===== config.mk =====
export PLATFORM = sky130hd
export DESIGN_NAME = stream_rr_arbiter_flat
export DESIGN_NICKNAME = d
export VERILOG_FILES = /design/src/rtl/stream_rr_arbiter_if.sv /design/src/rtl/stream_rr_arbiter.sv /design/src/flat_wrapper.sv
export SDC_FILE = /design/constraint.sdc
export NUM_CORES = 1
export LEC_CHECK = 0
export CORE_MARGIN = 2
export CORE_UTILIZATION = 35
export CTS_CLUSTER_DIAMETER = 50
export DETAILED_ROUTE_END_ITERATION = 16
export PLACE_DENSITY = 0.72
export SLEW_MARGIN = 20
export SYNTH_ARGS = -nofsm -noshare
export SYNTH_HDL_FRONTEND = slang
export SYNTH_SLANG_ARGS = --single-unit

===== constraint.sdc =====
create_clock -name i_clock -period 4.75 [get_ports i_clock]
set_input_delay 1.425 -clock i_clock [delete_from_list [all_inputs] [get_ports i_clock]]
set_output_delay 1.425 -clock i_clock [all_outputs]
set_load 0.03 [all_outputs]

===== src/rtl/stream_rr_arbiter_if.sv =====
// stream_rr_arbiter_if: per-input request streams plus shared output stream of the round-robin arbiter
interface stream_rr_arbiter_if #(
  parameter int NUM_INPUTS = 4,
  parameter int DATA_WIDTH = 32
);
  localparam int ID_WIDTH = $clog2(NUM_INPUTS);
  logic [NUM_INPUTS*DATA_WIDTH-1:0] i_data;
  logic [NUM_INPUTS-1:0]            i_last;
  logic [NUM_INPUTS-1:0]            i_input_valid;
  logic [NUM_INPUTS-1:0]            o_input_ready;
  logic [DATA_WIDTH-1:0]            o_data;
  logic                             o_last;
  logic [ID_WIDTH-1:0]              o_grant_id;
  logic                             o_output_valid;
  logic                             i_output_ready;
  modport master (
    output i_data, i_last, i_input_valid, i_output_ready,
    input  o_input_ready, o_data, o_last, o_grant_id, o_output_valid
  );
  modport slave (
    input  i_data, i_last, i_input_valid, i_output_ready,
    output o_input_ready, o_data, o_last, o_grant_id, o_output_valid
  );
endinterface


===== src/rtl/stream_rr_arbiter.sv =====
// stream_rr_arbiter: round-robin N:1 stream arbiter with a registered two-entry skid output; define LIBSV_STREAM_RR_ARBITER_PACKET_LOCK_EN to hold the grant for a whole packet
module stream_rr_arbiter #(
  parameter int NUM_INPUTS = 4,
  parameter int DATA_WIDTH = 32
) (
  input logic                i_clock,
  input logic                i_aresetn,
  input logic                i_clear,
  stream_rr_arbiter_if.slave bus
);
  localparam int ID_WIDTH = $clog2(NUM_INPUTS);
  typedef struct packed {
    logic [DATA_WIDTH-1:0] data;
    logic                  last;
    logic [ID_WIDTH-1:0]   id;
  } beat_t;
  typedef enum logic [1:0] {EMPTY = 2'd0, BUSY = 2'd1, FULL = 2'd2} state_t;
  state_t              state, next_state;
  beat_t               out_beat, skid_beat, in_beat;
  logic [ID_WIDTH-1:0] ptr, grant, idx, next_ptr;
  logic                found, can_accept, out_valid, accept, transmit, advance;
`ifdef LIBSV_STREAM_RR_ARBITER_PACKET_LOCK_EN
  logic                locked;
  logic [ID_WIDTH-1:0] lock_id;
`endif
  // first valid input at or above the pointer wins; scanning downward lets the nearest one overwrite
  always_comb begin
    grant = '0;
    found = 1'b0;
    idx   = '0;
    for (int i = NUM_INPUTS - 1; i >= 0; i--) begin
      idx = ID_WIDTH'((int'(ptr) + i) % NUM_INPUTS);
      if (bus.i_input_valid[idx]) begin
        grant = idx;
        found = 1'b1;
      end
    end
`ifdef LIBSV_STREAM_RR_ARBITER_PACKET_LOCK_EN
    if (locked) begin
      grant = lock_id;
      found = 1'b1;
    end
`endif
  end
  assign bus.o_input_ready = (found && can_accept) ? (NUM_INPUTS'(1) << grant) : '0;
  assign accept   = |(bus.i_input_valid & bus.o_input_ready);
  assign transmit = out_valid & bus.i_output_ready;
  assign in_beat  = {bus.i_data[grant*DATA_WIDTH +: DATA_WIDTH], bus.i_last[grant], grant};
  assign next_ptr = (grant == ID_WIDTH'(NUM_INPUTS - 1)) ? '0 : grant + 1'b1;
`ifdef LIBSV_STREAM_RR_ARBITER_PACKET_LOCK_EN
  assign advance  = accept & in_beat.last;
`else
  assign advance  = accept;
`endif
  // occupancy tracking: EMPTY/BUSY/FULL = 0/1/2 beats buffered
  always_comb begin
    next_state = EMPTY;
    case (state)
      EMPTY:   next_state = accept ? BUSY : EMPTY;
      BUSY:    next_state = (accept && !transmit) ? FULL : (!accept && transmit) ? EMPTY : BUSY;
      FULL:    next_state = transmit ? BUSY : FULL;
      default: next_state = EMPTY;
    endcase
  end
  // state plus registered flags derived from the next occupancy
  always_ff @(posedge i_clock or negedge i_aresetn) begin
    if (!i_aresetn) begin
      state      <= EMPTY;
      can_accept <= 1'b0;
      out_valid  <= 1'b0;
    end else if (i_clear) begin
      state      <= EMPTY;
      can_accept <= 1'b0;
      out_valid  <= 1'b0;
    end else begin
      state      <= next_state;
      can_accept <= next_state != FULL;
      out_valid  <= next_state != EMPTY;
    end
  end
  // output and skid registers; the skid drains into the output when the front beat leaves
  always_ff @(posedge i_clock or negedge i_aresetn) begin
    if (!i_aresetn) begin
      out_beat  <= '0;
      skid_beat <= '0;
    end else if (i_clear) begin
      out_beat  <= '0;
      skid_beat <= '0;
    end else begin
      if ((state == EMPTY && accept) || (state == BUSY && accept && transmit)) out_beat <= in_beat;
      else if (state == FULL && transmit) out_beat <= skid_beat;
      if (state == BUSY && accept && !transmit) skid_beat <= in_beat;
    end
  end
`ifdef LIBSV_STREAM_RR_ARBITER_PACKET_LOCK_EN
  // round-robin pointer moves past a winner only at packet end; lock pins the grant mid-packet
  always_ff @(posedge i_clock or negedge i_aresetn) begin
    if (!i_aresetn) begin
      ptr     <= '0;
      locked  <= 1'b0;
      lock_id <= '0;
    end else if (i_clear) begin
      ptr     <= '0;
      locked  <= 1'b0;
      lock_id <= '0;
    end else begin
      if (advance) ptr <= next_ptr;
      if (accept) begin
        locked  <= !in_beat.last;
        lock_id <= grant;
      end
    end
  end
`else
  // round-robin pointer moves past the winner on every accepted beat
  always_ff @(posedge i_clock or negedge i_aresetn) begin
    if (!i_aresetn) ptr <= '0;
    else if (i_clear) ptr <= '0;
    else if (advance) ptr <= next_ptr;
  end
`endif
  assign bus.o_data         = out_beat.data;
  assign bus.o_last         = out_beat.last;
  assign bus.o_grant_id     = out_beat.id;
  assign bus.o_output_valid = out_valid;
endmodule


===== src/flat_wrapper.sv =====
// flat-port wrapper written by rule: the top's interface ports become plain ports
module stream_rr_arbiter_flat 
#(
  parameter int NUM_INPUTS = 4,
  parameter int DATA_WIDTH = 32
)
  (i_clock, i_aresetn, i_clear, bus_i_data, bus_i_last, bus_i_input_valid, bus_i_output_ready, bus_o_input_ready, bus_o_data, bus_o_last, bus_o_grant_id, bus_o_output_valid);
  stream_rr_arbiter_if #(.NUM_INPUTS(NUM_INPUTS), .DATA_WIDTH(DATA_WIDTH)) bus_i ();
  input logic i_clock;
  input logic i_aresetn;
  input logic i_clear;
  input wire logic [$bits(bus_i.i_data)-1:0] bus_i_data;
  input wire logic [$bits(bus_i.i_last)-1:0] bus_i_last;
  input wire logic [$bits(bus_i.i_input_valid)-1:0] bus_i_input_valid;
  input wire logic [$bits(bus_i.i_output_ready)-1:0] bus_i_output_ready;
  output wire logic [$bits(bus_i.o_input_ready)-1:0] bus_o_input_ready;
  output wire logic [$bits(bus_i.o_data)-1:0] bus_o_data;
  output wire logic [$bits(bus_i.o_last)-1:0] bus_o_last;
  output wire logic [$bits(bus_i.o_grant_id)-1:0] bus_o_grant_id;
  output wire logic [$bits(bus_i.o_output_valid)-1:0] bus_o_output_valid;
  assign bus_i.i_data = bus_i_data;
  assign bus_i.i_last = bus_i_last;
  assign bus_i.i_input_valid = bus_i_input_valid;
  assign bus_i.i_output_ready = bus_i_output_ready;
  assign bus_o_input_ready = bus_i.o_input_ready;
  assign bus_o_data = bus_i.o_data;
  assign bus_o_last = bus_i.o_last;
  assign bus_o_grant_id = bus_i.o_grant_id;
  assign bus_o_output_valid = bus_i.o_output_valid;
  stream_rr_arbiter #(.NUM_INPUTS(NUM_INPUTS), .DATA_WIDTH(DATA_WIDTH)) u_core (.i_clock(i_clock), .i_aresetn(i_aresetn), .i_clear(i_clear), .bus(bus_i));
endmodule

; Yosys cells after proc, flatten, opt, wreduce, memory -nomap -nowiden
; Cells that the tools add are included.
[totals]
ff_bits = 76
inputBits = 140
output_inout_bits = 40
wordCells = 79
[classes]
add_sub_neg = 4
order_cmp = 5
eq_ne = 4
shift = 2
muxes = 35
bitwise_logic = 2
n_reduce_logical = 17
[op_table]
columns = op, count
row1 = $mux W35, 5
row2 = $shiftx A128 B8 Y32, 1
row3 = $mux W2, 10
row4 = $lt A2 B3 Y1 const B, 5
row5 = $mux W1, 13
row6 = $bmux W1 S2, 5
row7 = $logic_and A1 B1 Y1, 8
row8 = $pmux W2 S3, 1
row9 = $reduce_bool A2 Y1, 3
row10 = $add A2 B1 Y2 const B, 2
row11 = $add A2 B2 Y2 const B, 2
row12 = $and A4 B4 Y4, 1
row13 = $eq A2 B2 Y1 const B, 2
row14 = $mux W4, 1
row15 = $reduce_or A4 Y1, 1
row16 = $shl A1 B2 Y4 const A, 1
row17 = $reduce_bool A3 Y1, 1
row18 = $eq A2 B1 Y1 const B, 1
row19 = $logic_not A1 Y1, 2
row20 = $logic_not A2 Y1, 1
row21 = $ne A2 B2 Y1 const B, 1
row22 = $and A1 B1 Y1, 1
row23 = $logic_or A1 B1 Y1, 1

; Logic depth before layout (Yosys ltp)
; Gate-level depths: netlist of run 1.
[logic_depth]
ltp_word = 18
ltp_mapped = 14
ltp_nobuf = 11

; Worst setup path before layout of run 1
; OpenSTA, ideal clock, no wires.
[synth_path]
path_kind = input port to output port
from = input bus_i_input_valid[0]
to = output bus_o_input_ready[1]
t_arrival_ns = 3.123
required_ns = 3.325
slack_ns = 0.202
cell_stages = 7
n_path_buf = 2
path_cell_list = nor2b_1 > or4b_1 > clkbuf_1 > buf_6 > nand2_2 > inv_1 > nor3_1
[synth_between]
elab_chain_len = 8
elab_cells_between_ends = 19
classes_between = 1 x shift / 17 x mux / 1 x reduce/logical
[synth_lines]
columns = element, line_no
row1 = start: declaration, flat_wrapper.sv:14  ; input wire logic [$bits(bus_i.i_input_valid)-1:0] bus_i_input_valid;
row2 = $bmux W1 S2, stream_rr_arbiter.sv:33  ; if (bus.i_input_valid[idx]) begin
row3 = $mux W1 (not written as such), stream_rr_arbiter.sv:33
row4 = $mux W2 / $mux W1 (equally long branches) (4 in a row), stream_rr_arbiter.sv:33
row5 = $shl A1 B2 Y4 / $logic_and A1 B1 Y1 (equally long branches), stream_rr_arbiter.sv:45  ; assign bus.o_input_ready = (found && can_accept) ? (NUM_INPUTS'(1) << grant) : '0;
row6 = $mux W4 *, stream_rr_arbiter.sv:45
row7 = end: declaration, flat_wrapper.sv:16  ; output wire logic [$bits(bus_i.o_input_ready)-1:0] bus_o_input_ready;
; Mark *: on every way between the ends. The rest lies on a longest branch, timed or not. The select of a mux whose other input is x is not followed.

; Final worst setup path of run 1
[layout_path]
from = input bus_i_input_valid[2]
to = output bus_o_input_ready[2]
; Same word-level chain as after synthesis.

==> results of run 1 <==
==> layout make-up <==
cell class,instances,share of cell area
sequential,76,0.251
clock inverter,2,0.00132
multi-input combinational,463,0.425
inverter,4,0.00198
clock buffer,14,0.0335
tap,188,0.0311
timing repair buffer,197,0.257
==> state kept, by name (all words and copies together) (netlist names) <==
register	flops
u_core.state	2
u_core.bus.o_grant_id	2
u_core.bus.o_last	1
u_core.bus.o_output_valid	1
u_core.ptr	2
u_core.can_accept	1
u_core.skid_beat	35
u_core.bus.o_data	32
==> per-stage QoR <==
stage          instance area (um2)  worst slack [ns]   util
2_1_floorplan                 5400             0.202      -
3_3_place_gp                  7280           -0.0768  0.481
3_5_place_dp                  7290            0.0138  0.482
4_1_cts                       7560           0.00885  0.499
5_1_grt                       7570             0.279  0.500
6_report                      7570             0.331  0.500
==> cells by family after synthesis <==
family | after synthesis
muxes | 11
AOI/OAI and AO/OA | 175
buffers and inverters | 69
DFF | 76
and+or+nand+nor | 275
adders and majority gates | 2
==> cells in the final DEF, fill, tap and decap left out, drive strengths merged, types with 2 or more instances in the layout <==
cell	Yosys	routed
clkbuf	43	14
nor2	64	64
o221ai	33	33
o311ai	2	2
inv	3	3
nor3	4	4
or3	2	2
nand3	36	36
o2111ai	10	10
nand3b	34	34
or4b	3	3
o211ai	56	56
a211o	3	3
mux2i	11	11
dfrtp	76	76
ha	2	2
nor2b	6	6
a21boi	56	56
and3	56	56
a21oi	6	6
dlymetal6s2s	0	4
a211oi	3	3
nand4	23	23
nor3b	2	2
nand2b	3	3
buf	22	24
nand2	41	41
clkdlybuf4s50	0	169
clkinv	1	3
==> power groups by stage <==
| stage | registers [W] | logic, W | clock network, W |
|---|---|---|---|
| after floorplan | 0.000880 | 0.000451 | 0 |
| after global placement | 0.000787 | 0.000899 | 0 |
| after detailed placement | 0.000788 | 0.000928 | 0 |
| after CTS | 0.000778 | 0.000931 | 0.000643 |
| after global routing | 0.000788 | 0.00100 | 0.000674 |
| final | 0.000779 | 0.000932 | 0.000630 |
==> repair_timing <==
item,in CTS,in global routing
setup endpoints to repair,0,3
gates resized for setup,0,5
hold endpoints to repair,0,0
==> per-layer routing <==
metal | wire length [um] | GRT usage
met1 | 7730 | 0.283
met2 | 9170 | 0.390
met3 | 1420 | 0.0463
met4 | 259 | 0.0614
met5 | 0 | 0
==> worst register-to-register path, cell delays in order (launching register included) <==
cell,delay [ns]
dfrtp_1,0.48
or4b_4,0.58
nand2_2,0.08
inv_1,0.09
ha_1,0.20
nor2b_1,0.27
buf_4,0.18
a211o_1,0.15
or3_2,0.39
buf_12,0.27
o221ai_1,0.15
==> how the worst max path moves through the flow <==
stage / start / to / slack, ns
6_report: bus_i_input_valid[2] / bus_o_input_ready[2] / 0.33
5_1_grt: bus_i_input_valid[2] / bus_o_input_ready[2] / 0.28
4_1_cts: bus_i_input_valid[2] / bus_o_input_ready[2] / 0.009
3_5_place_dp: bus_i_input_valid[2] / bus_o_input_ready[2] / 0.01
3_3_place_gp: bus_i_input_valid[2] / u_core.bus.o_last / -0.08
2_1_floorplan: bus_i_input_valid[0] / bus_o_input_ready[1] / 0.20
==> impl_metrics.yaml, run 1 <==
critical_path:
  critPathKind: "input port to primary output"
  slowest_stage: "or4b_4"
  arrival_ns: 2.99
  worstPathCellList: "dlymetal6s2s_1, nor2b_2, or4b_4, nand2_2, inv_1, ha_1, inv_1, nor2_1, buf_4"
  reg2regPathDepth: 10
  reg2reg_from: "u_core.ptr[1]"
  end_kind: "primary output"
  cp.required_ns: 3.32
  r2r-end: "u_core.skid_beat[26]"
  path_buf_inv: 4
  cp_common_cell: "inv_1"
  cpLargestDelayFamily: "simple AND/OR/NAND/NOR gates"
  rrSetupSlack_ns: 1.76
  worst-path-stages: 9
  crit_path_max_incr_delay_ns: 0.54
  cp_max_fo: 5
  crit_path_start_kind: "input port"
synthesis:
  synth_top_cell_by_area: "dfrtp_1"
  synth_mux_area_frac: 0.0204
  postSynthCellCount: 608
  synth.net_count: 750
  synth_flop_cell: "dfrtp_1"
  yosys-top-cells-area: "dfrtp_1 (35%), o221ai_2 (8.3%), a21boi_0 (7.8%)"
  synthAdderAreaFrac: 0.00463
  synthTopCellsByCount: "dfrtp_1 (76), nor2_1 (64), a21boi_0 (56), and3_1 (56), o211ai_1 (56)"
  synth_top_family_by_area: "compound AO/OA/AOI/OAI gates"
  synth-simple-area-share: 0.272
  ys_async_sr_fraction: 1.00
  avgSynthCellArea_um2: 8.88
  synth_seq_area_share: 0.352
  synth.most_common_cell: "dfrtp_1"
  yosys_warnings: 0
  synth-xor-area-share: 0
  ys_seq_elements: 76
  syn_area_um2: 5400
  synth_top_area_frac: 0.352
  synth_compound_area_frac: 0.291
  ys_types: 41
  synth_edf_count: 0
sta:
  rsz0062_at_grt: "false"
  max_freq_mhz: 226
  finClkSkew_ns: 0.00730
  fin_crit_sh: 0.930
  period_minus_slack_ns: 4.42
  setup_tns_ns: 0
  whs_ns: 0.498
  max_slew_margin: 0.235
  worst_pin_slew_ns: 1.14
  setup_viol: 0
  finalHoldViolCount: 0
  timing.final.max_slew_violations: 0
die:
  io_pins: 180
  core_um2: 15100
  start_util: 0.357
  die-area_um2: 16400
  die_y_um: 128
  chipWidth_um: 128
  num_rows: 45
worst_hold_path:
  holdPathEnd: "u_core.bus.o_data[9]"
  hold_depth: 2
  hold_start: "u_core.skid_beat[12]"
  hold_class: "register to register"
power_and_ir_drop:
  p_per_area_nw_per_um2: 309
  power.internal_w: 0.00147
  sw_frac_of_total: 0.371
  p_leak_nw: 3.08
  p_seq_frac: 0.333
  p_sw_w: 0.000869
  comb_power_share: 0.398
  power.share.clock: 0.269
  ir_drop_v: 0.000215
  finalPower_w: 0.00234
detailed_routing:
  viasPerCell: 5.92
  drtIter0Drc: 406
  drc_errors: 0
  dr.pass1.iters: 5
  ant_nets: 0
  wl_um: 18600
  via_count: 5591
  wire_per_inst_um: 19.7
grt:
  grt_max_degree: 113
  antenna_found_initial: 0
  grt_pass1_wl_um: 29500
  first_global_vias: 5805
  grt_usage: 0.225
  grt_overflow: 0
cts:
  cts_buffers: 9
  cts_sinks: 76
  clock-root-buffer: "clkbuf_16"
  cts_tree: "built"
  clk_latency_ns: 0.33
  ctsHoldBuffers: 0
  htree_num_levels: 3
  cts_setup_buffers: 0
  path_clk_slew_ns: 0.06
  clockBufferDepth: 2
final_layout:
  nFillCells: 1335
  fin_nets: 893
  drive_above_1_share: 0.103
  num_antenna_cells: 0
  seqCellArea_um2: 1900
  areaGrowthSynthToFinish_pct: 40.3
  multi_input_area_um2: 3220
  stdcell_count: 944
placement:
  place_inst: 928
  place.gp.congestion: 0.817
  buffer_ports.inserted: 179
  hpwlAfterDp_um: 12300
run:
  drv_cap: 0
outcome:
  status: "completed"
(Power assumes the default switching activity.)
==> inputs of run 2 (changes only) <==
--- a/config.mk
+++ b/config.mk
@@ -6,10 +6,11 @@
 export NUM_CORES = 1
 export LEC_CHECK = 0
 export CORE_MARGIN = 2
-export CORE_UTILIZATION = 35
+export CORE_UTILIZATION = 51
 export CTS_CLUSTER_DIAMETER = 50
 export DETAILED_ROUTE_END_ITERATION = 16
-export PLACE_DENSITY = 0.72
+export PLACE_DENSITY = 0.95
+export RECOVER_POWER = 50
 export SLEW_MARGIN = 20
 export SYNTH_ARGS = -nofsm -noshare
 export SYNTH_HDL_FRONTEND = slang
==> impl_metrics.yaml, run 2 (same netlist as run 1, synthesis figures left out) <==
die:
  die_y_um: 107
  start_util: 0.523
  die-area_um2: 11400
  num_rows: 37
  core_um2: 10300
  io_pins: 180
  chipWidth_um: 107
run:
  drv_cap: 1
grt:
  grt_overflow: 0
  grt_pass1_wl_um: 28000
  grt_max_degree: 113
  antenna_found_initial: 1
  grt_usage: 0.306
  first_global_vias: 5781
critical_path:
  cp_common_cell: "inv_1"
  end_kind: "primary output"
  crit_path_start_kind: "input port"
  crit_path_max_incr_delay_ns: 0.53
  arrival_ns: 3.00
  reg2regPathDepth: 9
  cp_max_fo: 5
  worstPathCellList: "dlymetal6s2s_1, nor2b_2, or4b_4, nand2_2, inv_1, ha_1, inv_1, nor2_1, buf_4"
  critPathKind: "input port to primary output"
  cp.required_ns: 3.32
  slowest_stage: "or4b_4"
sta:
  fin_crit_sh: 0.932
  finalHoldViolCount: 0
  setup_tns_ns: 0
  rsz0062_at_grt: "false"
  postLayoutSetupSlackWorst_ns: 0.322
  period_minus_slack_ns: 4.43
  max_slew_margin: -0.296
  max_freq_mhz: 226
  timing.final.max_slew_violations: 77
  worst_pin_slew_ns: 1.94
  setup_viol: 0
  finClkSkew_ns: 0.0101
final_layout:
  areaGrowthSynthToFinish_pct: 36.6
  final_cell_mix: "clkdlybuf4s50_1 (149), dfrtp_1 (76), nor2_1 (64)"
  stdcell_count: 890
  largest_reg_flops: 35
  layout_commonest_cell: "clkdlybuf4s50_1"
  final_core_util: 0.714
  top_register: "u_core.skid_beat"
  drive_above_1_share: 0.105
  fin_nets: 891
cts:
  clockBufferDepth: 2
  cts_buffers: 9
  clock-root-buffer: "clkbuf_8"
  cts_tree: "built"
  path_clk_slew_ns: 0.08
  htree_num_levels: 3
  cts_sinks: 76
  clk_latency_ns: 0.34
detailed_routing:
  drc_errors: 0
  viasPerCell: 6.41
  via_count: 5702
  ant_nets: 0
  wl_um: 17300
  drtIter0Drc: 363
  dr.pass1.iters: 5
  wire_per_inst_um: 19.4
outcome:
  violations: "capacitance limit, slew limit"
  status: "complete, but fails checks"
placement:
  place_inst: 874
  buffer_ports.inserted: 179
  place.gp.congestion: 0.849
  hpwlAfterDp_um: 11600
  pre_cts_ws_ns: -0.153
power_and_ir_drop:
  p_leak_nw: 3.07
  finalPower_w: 0.00211
  ir_drop_v: 0.000146
  p_per_area_nw_per_um2: 287
worst_hold_path:
  hold_depth: 2
  hold_class: "register to register"
run 2: cell type report:
type                            instances  area, um2
Antenna cell                            1       2.50
Clock buffer                            9        124
Timing Repair Buffer                  195       1910
Clock inverter                          6       32.5
Inverter                                4       15.0
Sequential cell                        76       1900
Multi-Input combinational cell        463       3220
Tap cell                              136        170
Fill cell                             735       2950
run 2: metal layers:
layer	global-route usage	vias to the layer above	routed length, um
li1	-	2585	-
met5	0	-	0
met3	0.0529	45	1500
met4	0.135	0	489
met2	0.527	330	8700
met1	0.376	2742	6620
run 2: report_power, final:
| group | switching [W] | internal, W | total (W) |
|---|---|---|---|
| logic | 0.000545 | 0.000367 | 0.000913 |
| clock network | 0.000241 | 0.000182 | 0.000423 |
| registers | 0.0000542 | 0.000724 | 0.000778 |
run 2: path summary, 6_finish.rpt:
kind	startpoint	end	slack [ns]
min in group asynchronous	i_aresetn	u_core.bus.o_data[28]	1.60
setup reg to reg	u_core.ptr[0]	u_core.bus.o_data[1]	1.48
hold reg to reg	u_core.skid_beat[6]	u_core.bus.o_data[3]	0.50
max in group asynchronous	i_aresetn	u_core.skid_beat[10]	1.99
hold / removal	u_core.skid_beat[6]	u_core.bus.o_data[3]	0.50
setup / recovery	bus_i_input_valid[2]	bus_o_input_ready[2]	0.32
run 2: critical path, delay by kind of cell:
kind | cells | cell delay (ns)
AND/OR/NAND/NOR | 4 | 0.86
buffers and inverters | 4 | 0.51
adder cells (fa/ha/maj) | 1 | 0.21
run 2: metrics by stage:
stage / cell area (um2) / hold WS [ns]
5_1_grt: 7380 / 0.516
3_3_place_gp: 7210 / 0.467
4_1_cts: 7360 / 0.496
2_1_floorplan: 5400 / 0.456
6_report: 7380 / 0.498
3_5_place_dp: 7210 / 0.476
run 2: repair_timing:
action / 4_1_cts / 5_1_grt
resized for setup: 0 / 5
buffers inserted: 0 / 0
endpoints found under the hold margin: 0 / 0
hold buffers: 0 / 0
endpoints found under the setup margin: 0 / 2
==> inputs of run 3 (changes only) <==
--- a/config.mk
+++ b/config.mk
@@ -9,6 +9,7 @@
 export CORE_UTILIZATION = 51
 export CTS_CLUSTER_DIAMETER = 50
 export DETAILED_ROUTE_END_ITERATION = 16
+export GPL_ROUTABILITY_DRIVEN = 0
 export PLACE_DENSITY = 0.95
 export RECOVER_POWER = 50
 export SLEW_MARGIN = 20
==> impl_metrics.yaml, run 3 (same netlist as run 1, synthesis figures left out) <==
outcome:
  status: "complete, but fails checks"
  violations: "capacitance limit, slew limit"
critical_path:
  arrival_ns: 3.09
  cp.required_ns: 3.32
  critPathKind: "input port to primary output"
  slowest_stage: "or4b_4"
  crit_path_start_kind: "input port"
  end_kind: "primary output"
  crit_path_max_incr_delay_ns: 0.56
  worstPathCellList: "dlygate4sd2_1, nor2_1, or4b_4, nand2_2, inv_1, ha_1, inv_1, nor2_1, buf_4"
  cp_max_fo: 6
worst_hold_path:
  hold_class: "register to register"
detailed_routing:
  drc_errors: 0
  drtIter0Drc: 430
  wl_um: 17500
  via_count: 5697
  viasPerCell: 6.39
  wire_per_inst_um: 19.6
  dr.pass1.iters: 5
  ant_nets: 0
cts:
  cts_sinks: 76
  clk_latency_ns: 0.35
  path_clk_slew_ns: 0.08
  clockBufferDepth: 2
  ctsHoldBuffers: 0
  cts_buffers: 9
  cts_tree: "built"
  htree_num_levels: 3
  clock-root-buffer: "clkbuf_8"
sta:
  finClkSkew_ns: 0.00891
  period_minus_slack_ns: 4.51
  max_freq_mhz: 222
  finalHoldViolCount: 0
  rsz0062_at_grt: "false"
  setup_tns_ns: 0
  setup_viol: 0
  timing.final.max_slew_violations: 77
  fin_crit_sh: 0.950
  worst_pin_slew_ns: 1.89
  max_slew_margin: -0.261
final_layout:
  drive_above_1_share: 0.107
  top_register: "u_core.skid_beat"
  stdcell_area_um2: 7450
  largest_reg_flops: 35
  nFillCells: 750
  final_cell_mix: "clkdlybuf4s50_1 (149), dfrtp_1 (76), nor2_1 (64)"
  layout_commonest_cell: "clkdlybuf4s50_1"
  fin_nets: 891
  areaGrowthSynthToFinish_pct: 37.9
grt:
  grt_pass1_wl_um: 28100
  first_global_vias: 5902
  grt_max_degree: 113
  grt_overflow: 0
  grt_usage: 0.308
  antenna_found_initial: 2
die:
  die_y_um: 107
  core_um2: 10300
  io_pins: 180
  chipWidth_um: 107
  num_rows: 37
  die-area_um2: 11400
  start_util: 0.523
power_and_ir_drop:
  p_sw_w: 0.000856
  power.share.clock: 0.250
  sw_frac_of_total: 0.379
  comb_power_share: 0.405
  power.internal_w: 0.00140
  p_leak_nw: 3.09
  p_per_area_nw_per_um2: 303
  ir_drop_v: 0.000180
  p_seq_frac: 0.345
placement:
  placed_area_um2: 7210
  buffer_ports.inserted: 179
  hpwlAfterDp_um: 11600
run:
  drv_cap: 1
run 3: cell types whose count changed in the layout (fill, tap and decap cells not counted):
| cell | delta |
|---|---|
| clkinv_2 | -4 |
| dlygate4sd2_1 | +1 |
| diode_2 | +1 |
| dlymetal6s2s_1 | -1 |
| nor2b_2 | +1 |
| nor2b_1 | -1 |
| clkbuf_8 | +1 |
| clkinvlp_4 | +2 |
| bufinv_16 | +2 |
run 3: per-stage QoR:
stage	total power, W	worst slack (ns)	instances	hold slack (ns)	utilization
3_3_place_gp	0.00167	0.0856	874	0.469	0.698
6_report	0.00226	0.237	892	0.498	0.721
3_5_place_dp	0.00170	-0.0811	874	0.481	0.698
4_1_cts	0.00226	0.0105	890	0.499	0.720
2_1_floorplan	0.00133	0.202	608	0.456	-
5_1_grt	0.00236	0.136	892	0.519	0.721
run 3: per-layer routing:
layer	GRT usage	vias to the layer above	share of wire
li1	-	2598	-
met5	0	-	0
met2	0.532	314	0.50
met3	0.0480	50	0.079
met1	0.377	2735	0.39
met4	0.147	0	0.030
run 3: worst max-delay path: cells and delay by family:
family / cells / cell delay (ns)
buffers and inverters: 4 / 0.66
and+or+nand+nor: 4 / 0.81
adders and majority gates: 1 / 0.21
run 3: layout make-up:
| cell class | instances | area [um2] | share of cell area |
|---|---|---|---|
| well taps | 136 | 170 | 0.0229 |
| diodes | 2 | 5.00 | 0.000672 |
| flip-flops and latches | 76 | 1900 | 0.255 |
| inverters | 4 | 15.0 | 0.00202 |
| clock inverters | 6 | 87.6 | 0.0118 |
| multi-input cells | 463 | 3220 | 0.432 |
| clock buffers | 10 | 138 | 0.0185 |
| repair buffers | 195 | 1910 | 0.257 |
run 3: what timing repair did:
item                                    in CTS  in global routing
buffers inserted                             0                  0
gates cloned                                 0                  0
gates resized for setup                      1                  5
endpoints found under the setup margin       1                  2
run 3: final timing paths:
| check | startpoint | endpoint | slack (ns) | cells after the start |
|---|---|---|---|---|
| worst max register to register | u_core.ptr[0] | u_core.bus.o_data[0] | 1.52 | 9 |
| worst max-delay path | bus_i_input_valid[1] | bus_o_input_ready[2] | 0.24 | 9 |
| min in group asynchronous | i_aresetn | u_core.bus.o_data[28] | 1.60 | 1 |
| worst min register to register | u_core.skid_beat[6] | u_core.bus.o_data[3] | 0.50 | 2 |
| max in group asynchronous | i_aresetn | u_core.bus.o_grant_id[1] | 2.05 | 1 |
| worst min-delay path | u_core.skid_beat[6] | u_core.bus.o_data[3] | 0.50 | 2 |
run 3: power groups by stage:
stage | Clock [W] | Sequential (W) | Combinational, W
4_1_cts | 0.000562 | 0.000777 | 0.000922
3_3_place_gp | 0 | 0.000786 | 0.000883
3_5_place_dp | 0 | 0.000788 | 0.000916
6_report | 0.000564 | 0.000780 | 0.000914
5_1_grt | 0.000590 | 0.000787 | 0.000978
2_1_floorplan | 0 | 0.000880 | 0.000451
